**src/rtl/aes128_arbiter.sv**
```systemverilog
// aes128_arbiter: two-requester round-robin front end sharing one AES-128 core.
// Define AES128_ARB_TIMEOUT_EN to compile in the WAIT-state timeout counter.
module aes128_arbiter #(
  parameter int unsigned TIMEOUT_CYCLES = 255
) (
  input  logic         clk_i,
  input  logic         rst_n_i,
  input  logic         req0_valid_i,
  output logic         req0_ready_o,
  input  logic [1:0]   req0_op_i,
  input  logic [127:0] req0_key_i,
  input  logic [127:0] req0_data_i,
  input  logic         req1_valid_i,
  output logic         req1_ready_o,
  input  logic [1:0]   req1_op_i,
  input  logic [127:0] req1_key_i,
  input  logic [127:0] req1_data_i,
  output logic         rsp0_valid_o,
  input  logic         rsp0_ready_i,
  output logic [127:0] rsp0_result_o,
  output logic         rsp0_err_o,
  output logic         rsp1_valid_o,
  input  logic         rsp1_ready_i,
  output logic [127:0] rsp1_result_o,
  output logic         rsp1_err_o,
  output logic         core_start_o,
  output logic [1:0]   core_op_o,
  output logic [127:0] core_key_o,
  output logic [127:0] core_data_o,
  input  logic [127:0] core_result_i,
  input  logic         core_valid_i,
  input  logic         core_ready_i
);

  // state | meaning
  // IDLE  | waiting for a valid requester while the core is ready
  // ISSUE | one-cycle core_start_o pulse with the captured job
  // WAIT  | job running in the core, waiting for core_valid_i
  // RESP  | result presented to the owner until it accepts it
  typedef enum logic [1:0] {IDLE, ISSUE, WAIT, RESP} state_t;

  state_t       state_q, state_d;
  logic         ptr_q;
  logic         owner_q;
  logic [1:0]   op_q;
  logic [127:0] key_q;
  logic [127:0] data_q;
  logic [127:0] result_q;
  logic         grant;
  logic         grant_sel;
  logic         rsp_ready_sel;
  logic         timeout;
  logic         wait_done;

  // Pointer picks first; the other requester wins only if the preferred one is idle.
  always_comb begin
    grant_sel = 1'b0;
    if (ptr_q) grant_sel = req1_valid_i ? 1'b1 : 1'b0;
    else       grant_sel = req0_valid_i ? 1'b0 : 1'b1;
  end

  // rst_n_i in the grant term keeps the ready outputs low while reset is held.
  assign grant = rst_n_i && (state_q == IDLE) && core_ready_i &&
                 (req0_valid_i || req1_valid_i);

  assign req0_ready_o  = grant && !grant_sel;
  assign req1_ready_o  = grant &&  grant_sel;
  assign rsp_ready_sel = owner_q ? rsp1_ready_i : rsp0_ready_i;
  assign wait_done     = (state_q == WAIT) && (core_valid_i || timeout);

  always_ff @(posedge clk_i or negedge rst_n_i) begin
    if (!rst_n_i) state_q <= IDLE;
    else          state_q <= state_d;
  end

  always_comb begin
    state_d      = state_q;
    core_start_o = 1'b0;
    unique case (state_q)
      IDLE:  if (grant) state_d = ISSUE;
      ISSUE: begin
        core_start_o = 1'b1;
        state_d      = WAIT;
      end
      WAIT:  if (core_valid_i || timeout) state_d = RESP;
      RESP:  if (rsp_ready_sel) state_d = IDLE;
      default: state_d = IDLE;
    endcase
  end

  always_ff @(posedge clk_i or negedge rst_n_i) begin
    if (!rst_n_i) begin
      ptr_q    <= 1'b0;
      owner_q  <= 1'b0;
      op_q     <= '0;
      key_q    <= '0;
      data_q   <= '0;
      result_q <= '0;
    end else begin
      if (grant) begin
        owner_q <= grant_sel;
        ptr_q   <= ~grant_sel;
        op_q    <= grant_sel ? req1_op_i   : req0_op_i;
        key_q   <= grant_sel ? req1_key_i  : req0_key_i;
        data_q  <= grant_sel ? req1_data_i : req0_data_i;
      end
      // A timeout without core_valid_i returns an all-zero result.
      if (wait_done) result_q <= core_valid_i ? core_result_i : '0;
    end
  end

`ifdef AES128_ARB_TIMEOUT_EN
  localparam int CNT_W = $clog2(TIMEOUT_CYCLES + 1);
  localparam logic [CNT_W-1:0] CNT_LOAD = CNT_W'(TIMEOUT_CYCLES - 1);

  logic [CNT_W-1:0] cnt_q;
  logic             err_q;

  // Loaded in ISSUE so terminal count lands on the TIMEOUT_CYCLES-th WAIT cycle.
  always_ff @(posedge clk_i or negedge rst_n_i) begin
    if (!rst_n_i) begin
      cnt_q <= '0;
      err_q <= 1'b0;
    end else begin
      if (state_q == ISSUE)                     cnt_q <= CNT_LOAD;
      else if (state_q == WAIT && cnt_q != '0)  cnt_q <= cnt_q - 1'b1;
      if (wait_done) err_q <= !core_valid_i;
    end
  end

  assign timeout    = (state_q == WAIT) && (cnt_q == '0);
  assign rsp0_err_o = rsp0_valid_o && err_q;
  assign rsp1_err_o = rsp1_valid_o && err_q;
`else
  assign timeout    = 1'b0;
  assign rsp0_err_o = 1'b0;
  assign rsp1_err_o = 1'b0;

  // TIMEOUT_CYCLES has no effect when the counter is not built.
  if (TIMEOUT_CYCLES == 0) begin : g_timeout_cycles_unused
  end
`endif

  assign core_op_o   = op_q;
  assign core_key_o  = key_q;
  assign core_data_o = data_q;

  assign rsp0_valid_o  = (state_q == RESP) && !owner_q;
  assign rsp1_valid_o  = (state_q == RESP) &&  owner_q;
  assign rsp0_result_o = owner_q ? '0 : result_q;
  assign rsp1_result_o = owner_q ? result_q : '0;

endmodule

```
**config.mk**
```make
export PLATFORM = sky130hd
export DESIGN_NAME = aes128_arbiter
export DESIGN_NICKNAME = d
export VERILOG_FILES = /design/src/rtl/aes128_arbiter.sv
export SDC_FILE = /design/constraint.sdc
export NUM_CORES = 1
export LEC_CHECK = 0
export BUFFER_PORTS_ARGS = -buffer_cell sky130_fd_sc_hd__buf_2
export CAP_MARGIN = 20
export CORE_AREA = 5 5 460 462
export DETAILED_ROUTE_END_ITERATION = 10
export DIE_AREA = 0 0 465 467
export HOLD_SLACK_MARGIN = 0.12
export PLACE_DENSITY = 0.3
export SYNTH_ARGS = -nofsm -noshare
export SYNTH_HDL_FRONTEND = slang
export SYNTH_SLANG_ARGS = --single-unit
```
**constraint.sdc**
```tcl
create_clock -name clk_i -period 2 [get_ports clk_i]
set_input_delay 0.4 -clock clk_i [delete_from_list [all_inputs] [get_ports clk_i]]
set_output_delay 0.4 -clock clk_i [all_outputs]
set_load 0.05 [all_outputs]
```
==> flow_summary.json <==
{
  "io_buffers": 1170,
  "synth.distinct_cells": 23,
  "grt-ovfl-total": 0,
  "worstHoldStart": "req1_key_i[48]",
  "synth_common_cells": "dfrtp_1 (390), and2_1 (387), a221o_1 (258)",
  "cts_max_path_buffers": 3,
  "placed_cell_area_um2": 28900,
  "core_area_um2": 207000,
  "p_leak_nw": 18.4,
  "relSlewSlack_pct": 29.0,
  "cts_sinks": 390,
  "clk_pin_slew_ns": 0.06,
  "arrival_ns": 2.00,
  "synth_compound_area_share_pct": 14.7,
  "postRouteAntennaNets": 0,
  "ir_worst_vdd_mv": 1.02,
  "clockPowerShare_pct": 14.1,
  "synthMuxAreaShare_pct": 8.16,
  "area_growth_pct": 125,
  "synthAdderAreaFrac_pct": 0.349,
  "reg2reg_slack_ns": -0.21,
  "yosysTopAreaCell": "dfrtp_1",
  "rows": 167,
  "grt_use_total_pct": 12.1,
  "period_minus_slack_ns": 2.40,
  "wl_per_cell_um": 23.0,
  "drt-total-wl_mm": 140,
  "violations": "negative setup slack",
  "reg2reg_to": "core_key_o[36]",
  "cp_slowest_cell": "dfrtp_4",
  "yosys-top-cells-area": "dfrtp_1 (54%), a221o_1 (14%), and2_1 (14%), mux2_2 (8.1%), nor2b_1 (4.5%)",
  "slew_violations": 0,
  "hold_viol_final": 0,
  "end_kind": "output pin",
  "insertion_delay_ns": 0.66,
  "cpPeakStageDelay_ns": 0.51,
  "worstSetupPathType": "reg -> out",
  "final_area_um2": 40300,
  "syn_area_um2": 17900,
  "pwr_density_cell_nw_per_um2": 1810,
  "final_nets": 3980,
  "drive_above_1_share_pct": 51.3,
  "dieArea_um2": 217000,
  "netlist.area_leader.share_pct": 54.4,
  "vias": 20100,
  "grt_pass1_vias": 21900,
  "viasPerCell": 3.31,
  "maxCapViolCount": 0,
  "critPathMostFrequentCell": "buf_12",
  "pwr-share-seq_pct": 20.1,
  "place_ws_ns": -0.0766,
  "path_cells": "buf_12, buf_12, buf_16, and2_4, buf_12",
  "power_mw": 73.1,
  "p_int_mw": 36.9,
  "dieWidth_um": 465,
  "drt_iter0_drc": 981,
  "worst_slew_pin_slew_ns": 1.06,
  "grt_antenna_before_repair": 70,
  "synthSimpleGateAreaFrac_pct": 18.2,
  "p_switching_mw": 36.2,
  "min_path_type": "in -> reg",
  "rsz0062_at_grt": "true",
  "synthFlopType": "dfrtp_1",
  "synth-seq-area-share_pct": 54.4,
  "cts_root_buf": "clkbuf_16",
  "skew_ns": 0.0238,
  "combPwrFrac_pct": 65.8,
  "min_to": "core_key_o[48]",
  "drc_errors": 0,
  "worst-path-buf-inv": 4,
  "grt_max_degree": 135,
  "crit_required_ns": 1.60,
  "grt_pass1_wl_mm": 185,
  "yosysMostFrequentCell": "dfrtp_1",
  "synth-edff-count": 0,
  "fin_ws_ns": -0.402,
  "async_reset_ff_share_pct": 100,
  "rr_worst_depth": 9,
  "crit_family": "buffers and inverters",
  "syn_avg_cell_area_um2": 12.4,
  "finalWeightedCongestion": 0.824,
  "syn_inst": 1449,
  "die_h_um": 467,
  "fmax_mhz": 416,
  "dp_hpwl_mm": 110,
  "setup_viol": 528,
  "final.period_utilization_pct": 120,
  "cts_buffers": 55,
  "synth-xor-area-share_pct": 0,
  "switching_share_pct": 49.6,
  "io_pins": 1173,
  "whs_path_depth": 2,
  "crit_fanout": 10,
  "status": "complete, but fails checks",
  "reg2reg_from": "state_q[0]",
  "synth_top_family_by_area": "simple AND/OR/NAND/NOR gates",
  "firstDrtPassIters": 5,
  "htreeDepth": 2,
  "cts_tree": "done",
  "cp-start-kind": "flip-flop",
  "synth-seq-cells": 390,
  "initial_core_util_pct": 8.68,
  "yosys_warnings": 0
}
[registers in the layout, indices dropped and copies added, names as in the netlist]
signal,flops
core_data_o,128
core_key_o,128
owner_q,1
result_q,128
core_op_o,2
state_q,2
ptr_q,1
[cells by family (layout without fill, tap and decap cells)]
| logic type | Yosys count | in the layout |
|---|---|---|
| adder cells (fa/ha/maj) | 5 | 5 |
| buffers and inverters | 136 | 2045 |
| other | 1 | 24 |
| multiplexers | 130 | 130 |
| AO/OA/AOI/OAI | 265 | 265 |
| flip-flops | 390 | 390 |
| AND/OR/NAND/NOR | 522 | 522 |
[routing by layer]
layer,global-route usage [%],vias up,wire [µm]
met5,0,-,206
li1,-,9032,-
met2,21.6,1053,69900
met1,13.3,9776,52800
met4,4.64,34,5860
met3,4.08,254,11000
[cell type report]
cell class / instances / area (µm²)
Fill cell: 22600 / 166000
Timing Repair Buffer: 1947 / 16800
Sequential cell: 390 / 9760
Multi-Input combinational cell: 924 / 8430
Tap cell: 2704 / 3380
Clock buffer: 81 / 1600
Clock inverter: 12 / 225
Antenna cell: 22 / 55.1
Inverter: 5 / 18.8
[worst reg2reg max path: stages, from the launching register on]
cell and delay, ns:
dfrtp_1 0.36, inv_2 0.06, ha_4 0.16, and3_4 0.15
and3_4 0.18, buf_4 0.13, buf_4 0.16, buf_12 0.16
buf_12 0.34, a221o_1 0.40
[worst max path at each step]
stage,end,cells past startpoint,start,slack [ns]
floorplan,rsp0_result_o[100],4,owner_q,0.009
global placement,core_key_o[31],7,state_q[0],-0.05
detailed placement,core_key_o[51],6,state_q[0],-0.08
CTS,rsp0_result_o[64],6,owner_q,-0.53
global route,rsp0_result_o[125],5,owner_q,-0.52
finish,rsp1_result_o[76],5,owner_q,-0.40
[power by group through the flow]
stage                     Combinational, mW  Clock, mW  Sequential [mW]
after floorplan                        17.6          0             21.7
after global placement                 40.4          0             14.8
after detailed placement               40.4          0             14.6
after CTS                              46.7       10.8             14.7
after global routing                   50.0       11.0             15.2
final                                  48.1       10.3             14.7
[metrics by stage]
stage / util (%) / TNS, ns / instances / hold WS (ns)
2_1_floorplan: - / 0 / 1450 / 0.104
5_1_grt: 19.5 / -158.86 / 6076 / 0.159
3_3_place_gp: 14.0 / -4.87 / 5290 / 0.420
6_report: 19.5 / -110.73 / 6085 / 0.203
3_5_place_dp: 14.0 / -5.75 / 5290 / 0.416
4_1_cts: 19.0 / -118.93 / 6053 / 0.150
[layout by cell type (no fill, tap or decap), drive strengths merged]
cell         count
a22o             1
o2111ai          1
conb             2
ha               5
o32a             1
a21oi            2
a221o          258
and2           387
dlygate4sd3    645
bufinv           5
diode           22
mux2           129
nand2            2
nor2b          129
dfrtp          390
bufbuf           2
and3             3
o211ai           1
clkinv           6
a222oi           1
nand2b           1
buf           1297
inv              6
clkbuf          84
mux2i            1
[repair_timing]
| action | in CTS | in global routing |
|---|---|---|
| setup buffers | 15 | 6 |
| pin swaps | 3 | 3 |
| hold buffers | 645 | 0 |
| endpoints found under the setup margin | 445 | 518 |
| cloned | 12 | 5 |
| resized for setup | 534 | 242 |
| hold endpoints to repair | 503 | 0 |
Power figures use the tool's default switching activity.
